### src/rtl/imm_gen_pkg.sv
// Shared opcode constants, format tags and the opcode-to-format map for the
// immediate generator pipeline.
package imm_gen_pkg;

   localparam logic [6:0] OPC_LOAD    = 7'b0000011;
   localparam logic [6:0] OPC_OPIMM   = 7'b0010011;
   localparam logic [6:0] OPC_OPIMM32 = 7'b0011011;
   localparam logic [6:0] OPC_JALR    = 7'b1100111;
   localparam logic [6:0] OPC_STORE   = 7'b0100011;
   localparam logic [6:0] OPC_BRANCH  = 7'b1100011;
   localparam logic [6:0] OPC_LUI     = 7'b0110111;
   localparam logic [6:0] OPC_AUIPC   = 7'b0010111;
   localparam logic [6:0] OPC_JAL     = 7'b1101111;
   localparam logic [6:0] OPC_SYSTEM  = 7'b1110011;

   typedef enum logic [2:0] {
      FMT_NONE = 3'd0,
      FMT_I    = 3'd1,
      FMT_S    = 3'd2,
      FMT_B    = 3'd3,
      FMT_U    = 3'd4,
      FMT_J    = 3'd5,
      FMT_Z    = 3'd6,
      FMT_RSVD = 3'd7
   } fmt_e;

   // SYSTEM only carries an immediate for the CSR*I forms (funct3[2] set).
   function automatic fmt_e fmt_of(input logic [31:0] inst);
      case (inst[6:0])
         OPC_LOAD, OPC_OPIMM, OPC_OPIMM32, OPC_JALR: return FMT_I;
         OPC_STORE:                                  return FMT_S;
         OPC_BRANCH:                                 return FMT_B;
         OPC_LUI, OPC_AUIPC:                         return FMT_U;
         OPC_JAL:                                    return FMT_J;
         OPC_SYSTEM:                                 return inst[14] ? FMT_Z : FMT_NONE;
         default:                                    return FMT_NONE;
      endcase
   endfunction

endpackage

### src/rtl/imm_gen_decode.sv
// Combinational immediate decode: format from the opcode, immediate assembled
// from the instruction fields and extended to XLEN.
module imm_gen_decode
   import imm_gen_pkg::*;
#(
   parameter int XLEN = 32
) (
   input  logic [31:0]     inst,
   output logic [2:0]      fmt,
   output logic [XLEN-1:0] imm
);

   fmt_e f;

   always_comb begin
      f   = fmt_of(inst);
      fmt = f;
      imm = '0;
      case (f)
         FMT_I: imm = {{(XLEN-11){inst[31]}}, inst[30:20]};
         FMT_S: imm = {{(XLEN-11){inst[31]}}, inst[30:25], inst[11:7]};
         FMT_B: imm = {{(XLEN-12){inst[31]}}, inst[7], inst[30:25], inst[11:8], 1'b0};
         FMT_U: imm = {{(XLEN-31){inst[31]}}, inst[30:12], 12'b0};
         FMT_J: imm = {{(XLEN-20){inst[31]}}, inst[19:12], inst[20], inst[30:21], 1'b0};
         FMT_Z: imm = {{(XLEN-5){1'b0}}, inst[19:15]};
         default: imm = '0;
      endcase
   end

endmodule

### src/rtl/imm_gen_pipe.sv
// Elastic STAGES-deep valid/ready pipeline carrying the decoded immediate and
// format tag from instruction acceptance to the ALU operand mux.
module imm_gen_pipe
   import imm_gen_pkg::*;
#(
   parameter int XLEN   = 32,
   parameter int STAGES = 1
) (
   input  logic            clk,
   input  logic            rst,
   input  logic [31:0]     inst,
   input  logic            in_valid,
   output logic            in_ready,
   input  logic            flush,
   output logic            out_valid,
   input  logic            out_ready,
   output logic [XLEN-1:0] imm,
   output logic [2:0]      fmt
);

   logic [2:0]      dec_fmt;
   logic [XLEN-1:0] dec_imm;

   logic [STAGES-1:0] vld;
   logic [STAGES-1:0] adv;
   logic [STAGES-1:0] src_v;
   logic [XLEN-1:0]   imm_q   [STAGES];
   logic [2:0]        fmt_q   [STAGES];
   logic [XLEN-1:0]   src_imm [STAGES];
   logic [2:0]        src_fmt [STAGES];

   imm_gen_decode #(
      .XLEN (XLEN)
   ) u_decode (
      .inst (inst),
      .fmt  (dec_fmt),
      .imm  (dec_imm)
   );

   assign src_v[0]   = in_valid;
   assign src_imm[0] = dec_imm;
   assign src_fmt[0] = dec_fmt;

   for (genvar k = 0; k < STAGES; k++) begin : g_stage
      // Ripple "stage k+1 will load" unrolled: stage k may advance when the
      // consumer drains or any stage from k to the tail has a hole.
      localparam logic [STAGES-1:0] LO_MASK = STAGES'((1 << k) - 1);
      assign adv[k] = out_ready | ~&(vld | LO_MASK);

      if (k > 0) begin : g_link
         assign src_v[k]   = vld[k-1];
         assign src_imm[k] = imm_q[k-1];
         assign src_fmt[k] = fmt_q[k-1];
      end
   end

   always_ff @(posedge clk or posedge rst) begin
      if (rst) begin
         vld <= '0;
         for (int unsigned k = 0; k < STAGES; k++) begin
            imm_q[k] <= '0;
            fmt_q[k] <= '0;
         end
      end else begin
         for (int unsigned k = 0; k < STAGES; k++) begin
            if (flush)
               vld[k] <= 1'b0;
            else if (adv[k])
               vld[k] <= src_v[k];
            if (adv[k] && src_v[k]) begin
               imm_q[k] <= src_imm[k];
               fmt_q[k] <= src_fmt[k];
            end
         end
      end
   end

   assign in_ready  = adv[0];
   assign out_valid = vld[STAGES-1];
   assign imm       = imm_q[STAGES-1];
   assign fmt       = fmt_q[STAGES-1];

endmodule

### config.mk
export PLATFORM = sky130hd
export DESIGN_NAME = imm_gen_pipe
export DESIGN_NICKNAME = d
export VERILOG_FILES = /design/src/rtl/imm_gen_pkg.sv /design/src/rtl/imm_gen_decode.sv /design/src/rtl/imm_gen_pipe.sv
export SDC_FILE = /design/constraint.sdc
export NUM_CORES = 1
export LEC_CHECK = 0
export BUFFER_PORTS_ARGS = -buffer_cell sky130_fd_sc_hd__buf_2
export CORE_ASPECT_RATIO = 0.7
export CORE_MARGIN = 1
export CORE_UTILIZATION = 50
export DETAILED_ROUTE_END_ITERATION = 12
export PLACE_DENSITY = 0.79
export SLEW_MARGIN = 40
export SYNTH_ARGS = -nofsm -noshare
export SYNTH_HDL_FRONTEND = slang
export SYNTH_SLANG_ARGS = --single-unit
### constraint.sdc
create_clock -name clk -period 2.6 [get_ports clk]
set_input_delay 0.52 -clock clk [delete_from_list [all_inputs] [get_ports clk]]
set_output_delay 0.52 -clock clk [all_outputs]
set_load 0.005 [all_outputs]
-- Yosys cells after proc, flatten, opt, wreduce, memory -nomap -nowiden
Cells that the tools add are included.
Widths: inputs -> output; s select.
- register bits: 36
- input port bits: 37
- logic and storage cells: 30
- equality and inequality tests: 16
- mux-type cells: 5
- bitwise gates (word level): 1
- reductions and logical operators: 5
- operator list (cell ; number):
    $pmux 32 s6 ; 1
    $eq 7x7->1 const B ; 4
    $eq 7x5->1 const B ; 3
    $pmux 3 s6 ; 1
    $eq 7x6->1 const B ; 2
    $eq 3x3->1 const B ; 3
    $eq 7x2->1 const B ; 1
    $eq 3x2->1 const B ; 2
    $reduce_or 4->1 ; 1
    $eq 3x1->1 const B ; 1
    $mux 3 ; 1
    $mux 1 ; 2
    $reduce_bool 2->1 ; 1
    $reduce_or 2->1 ; 1
    $logic_and 1x1->1 ; 1
    $logic_not 1->1 ; 1
    $or 1x1->1 ; 1

-- Depth between registers and ports, before layout
- depth in word-level cells: 5
- gate-level depth with buffers: 8
- mapped depth without buffers: 5

-- By module
Synthesis repeated with hierarchy kept, for this count alone.
- cell total of the unflattened synthesis: 164
- area total of the unflattened synthesis: 2080.7 µm²
- by module, submodules not included (module ; times used ; cells an instance ; area an instance (µm²)):
    imm_gen_pipe ; 1 ; 79 ; 1478.9
    imm_gen_decode ; 1 ; 85 ; 601.8

-- Least setup slack after synthesis
Ideal clock, no wire load.
- path type: input to register
- start: input port inst[6]
- end: register imm_q (netlist bit imm[31])
- arrival: 1.776 ns
- data required time: 2.479 ns
- setup slack: 0.704 ns
- cell stages on the path: 8
- path buffers: 3
- path through: buf_6 -> and2_1 -> buf_2 -> nor2b_1 -> nor2_1 -> o311ai_4 -> buf_6 -> o21ai_2
- cells in the longest elaborated chain, start to end: 5
- elaborated cells on any way between the ends: 20
- classes of those cells: 16 x eq/ne; 2 x mux; 2 x reduce/logical
- RTL lines (item ; line ; source):
    start, declared ; imm_gen_pipe.sv:11 ; input logic [31:0] inst,
    $eq 7x2->1, or another cell as far along ; imm_gen_pkg.sv:29 ; case (inst[6:0])
    $reduce_or 4->1 / $reduce_or 2->1 (equally long branches) ; imm_gen_pkg.sv:29 ;
    $pmux 3 s6 (*) ; imm_gen_pkg.sv:29 ;
    $eq 3x3->1, or another cell as far along ; imm_gen_decode.sv:19 ; case (f)
    $pmux 32 s6 (*) ; imm_gen_decode.sv:19 ;
    end signal, assigned by index ; imm_gen_pipe.sv:71 ; imm_q[k] <= src_imm[k];
    end, declared ; imm_gen_pipe.sv:27 ; logic [XLEN-1:0] imm_q [STAGES];
Every way passes the cells marked *; elsewhere a longest branch is shown, timed or not.
A chain may end at the register's enable or synchronous reset.

-- Worst setup path in the final report
- start: input port inst[4]
- end: register imm_q (netlist bit imm[18])
Same word-level chain as after synthesis.

==> results.py <==
metrics = {
    "status": {
        "outcome": "completed",
    },
    "final_layout": {
        "final_cell_mix": "buf_2, dfrtp_1, nand2_1, a21oi_1, o21ai_2",
        "area_growth_pct": 24.2,
        "fin_nets": 306,
        "diodes": 0,
        "ff_latch_area_um2": 901,
        "instances_no_fill": 319,
        "fill_cells": 335,
        "layout_commonest_cell": "buf_2",
        "layout-drive-gt1-share": 0.431,
        "multi_input_area_um2": 936,
    },
    "die": {
        "rows": 18,
        "die_h_um": 54.1,
        "initial_core_util": 0.538,
        "core_region_area_mm2": 0.00360,
        "io_pins": 74,
        "die_w_um": 76.4,
        "die_area_mm2": 0.00413,
    },
    "timing": {
        "slew_violations": 0,
        "rsz0062_at_grt": "no",
        "relSlewSlack": 0.580,
        "fin_crit_ns": 1.96,
        "finalSetupViolations": 0,
        "min_period_over_period": 0.752,
        "worst_hold_slack_ns": 0.328,
        "finClkSkew_ns": 0.00326,
        "fin_tns_setup_ns": 0,
        "finalHoldViolations": 0,
        "worst_pin_slew_ns": 0.630,
        "max_freq_mhz": 511,
    },
    "setup_path": {
        "worst-r2r-cell-count": 5,
        "path_depth": 7,
        "path_buf_inv": 2,
        "worstSetupEndpointType": "register",
        "crit_fanout": 21,
        "cp_cell_sequence": "buf_2 > and2b_1 > o32ai_1 > and2_4 > o311ai_4 > buf_4 > o21ai_0",
        "cp-start-kind": "input pin",
        "path_delay_family": "buffers and inverters",
        "arrival_ns": 2.12,
        "slowest_delay_ns": 0.35,
        "crit_type": "in2reg",
        "critPathSlowestCell": "buf_4",
        "cp_data_required_time_ns": 2.76,
    },
    "global_route": {
        "grt_pass1_vias": 1509,
        "gr-total-overflow": 0,
        "grt_antenna_before_repair": 0,
        "grt_pass1_wl_um": 7410,
        "grt_max_degree": 37,
        "gr-usage-all-layers": 0.239,
    },
    "logic_synthesis": {
        "synth_seq_cells": 36,
        "ys_warn_count": 0,
        "ys_seq_area_frac": 0.465,
        "synth_cell_type_count": 42,
        "synth_top_area_cell": "dfrtp_1",
        "synth.net_count": 231,
        "synth_top_area_frac": 0.465,
        "synth-edff-count": 0,
        "netlist_area_mm2": 0.00194,
        "synth_ff_type": "dfrtp_1",
        "async_reset_ff_frac": 1.00,
        "synth.top_cells.by_area": "dfrtp_1, o21ai_2, a21oi_1, nand2_1, a32o_1",
        "synthCells": 194,
        "synthesis.area_per_instance_um2": 9.98,
    },
    "hold_path": {
        "hp-class": "in2async",
    },
    "clocking": {
        "cts_resized": 0,
        "cts_hold_buf": 0,
        "tritoncts.num_buffers": 5,
        "clock_sinks": 36,
        "tritoncts": "yes",
        "clock_path_buffers": 2,
        "cts.clk_slew.worst_paths_ns": 0.07,
        "root_buffer": "clkbuf_8",
        "post_cts_buffers": 0,
        "clk_latency_ns": 0.29,
        "htreeDepth": 2,
    },
    "placement": {
        "place_congestion": 0.809,
        "place_inst": 312,
        "io_buffers": 73,
        "dp_hpwl_um": 3460,
    },
    "detailed_routing": {
        "final_antenna_net_count": 0,
        "drt_iter0_markers": 101,
        "drt_first_pass_iters": 4,
        "wl_per_cell_um": 14.7,
        "wirelength_um": 4700,
        "vias": 1768,
        "drc": 0,
        "viasPerCell": 5.54,
    },
    "flow_run": {
        "maxCapViolCount": 0,
    },
    "pwr": {
        "total_leakage_power_uw": 0.00118,
        "power.density_mw_per_mm2": 447,
        "max-vdd-ir-drop_v": 0.000383,
    },
}
cell families (layout without fill, tap and decap cells):
kind of cell           after synthesis  after routing  synth area share
multiplexers                         3              3            0.0194
flip-flops                          36             36             0.465
AND/OR/NAND/NOR                     65             65             0.171
buffers and inverters               15             90            0.0517
AO/OA/AOI/OAI                       75             75             0.293
worst min-delay path, cell delays in order:
cell   delay (ns)
buf_2        0.09
inv_1        0.04
buf_4        0.39
power by group:
part           switching (uW)  leakage [uW]  internal [uW]
Sequential               2.14      0.000501            564
Clock                     193     0.0000410            182
Combinational            82.9      0.000637           50.6
Total                     278       0.00118            797
synth_stat cells (all sizes together), types with 2 or more instances:
cell type / number
mux2: 3
nand2: 32
nor2b: 3
a32o: 6
nand2b: 6
buf: 8
o311a: 2
nor3b: 2
dfrtp: 36
nand3: 4
a21oi: 29
and2: 5
inv: 3
nor2: 4
o21ai: 28
clkbuf: 4
per-layer routing:
metal  part of all wire  track usage  routed length [um]
met2               0.43        0.356                2030
met4             0.0089       0.0769                  42
met5                  0            0                   0
met1               0.49        0.345                2310
met3              0.065       0.0576                 303
worst paths after layout:
| check | from | endpoint | slack (ns) |
|---|---|---|---|
| worst max-delay path | inst[4] | imm[18]$_DFFE_PP0P_ | 0.64 |
| worst min-delay path | rst | imm[2]$_DFFE_PP0P_ | 0.33 |
| worst max register to register | out_valid$_DFFE_PP0P_ | imm[11]$_DFFE_PP0P_ | 1.20 |
| worst min register to register | imm[30]$_DFFE_PP0P_ | imm[30]$_DFFE_PP0P_ | 0.47 |
| max in group asynchronous | rst | imm[4]$_DFFE_PP0P_ | 1.96 |
| min in group clk | flush | out_valid$_DFFE_PP0P_ | 0.37 |
sequential cells by signal (all words and copies together), names as in the netlist:
signal and count:
imm 32, fmt 3, out_valid 1
through the flow:
step / setup slack, ns / util / instance area (um^2) / power (uW)
after global placement: 0.401 / 0.646 / 2330 / 709
after global routing: 0.538 / 0.668 / 2410 / 1120
final: 0.644 / 0.668 / 2410 / 1070
after detailed placement: 0.339 / 0.646 / 2330 / 710
after CTS: 0.655 / 0.668 / 2410 / 1090
after floorplan: 0.704 / - / 1940 / 653
layout make-up:
class / count / area share
sequential: 36 / 0.374
clock buffer: 6 / 0.0302
multi-input combinational: 143 / 0.389
timing repair buffer: 80 / 0.174
tap: 50 / 0.0260
inverter: 3 / 0.00468
clock inverter: 1 / 0.00208
No activity file was read; power rests on OpenSTA's default activity.
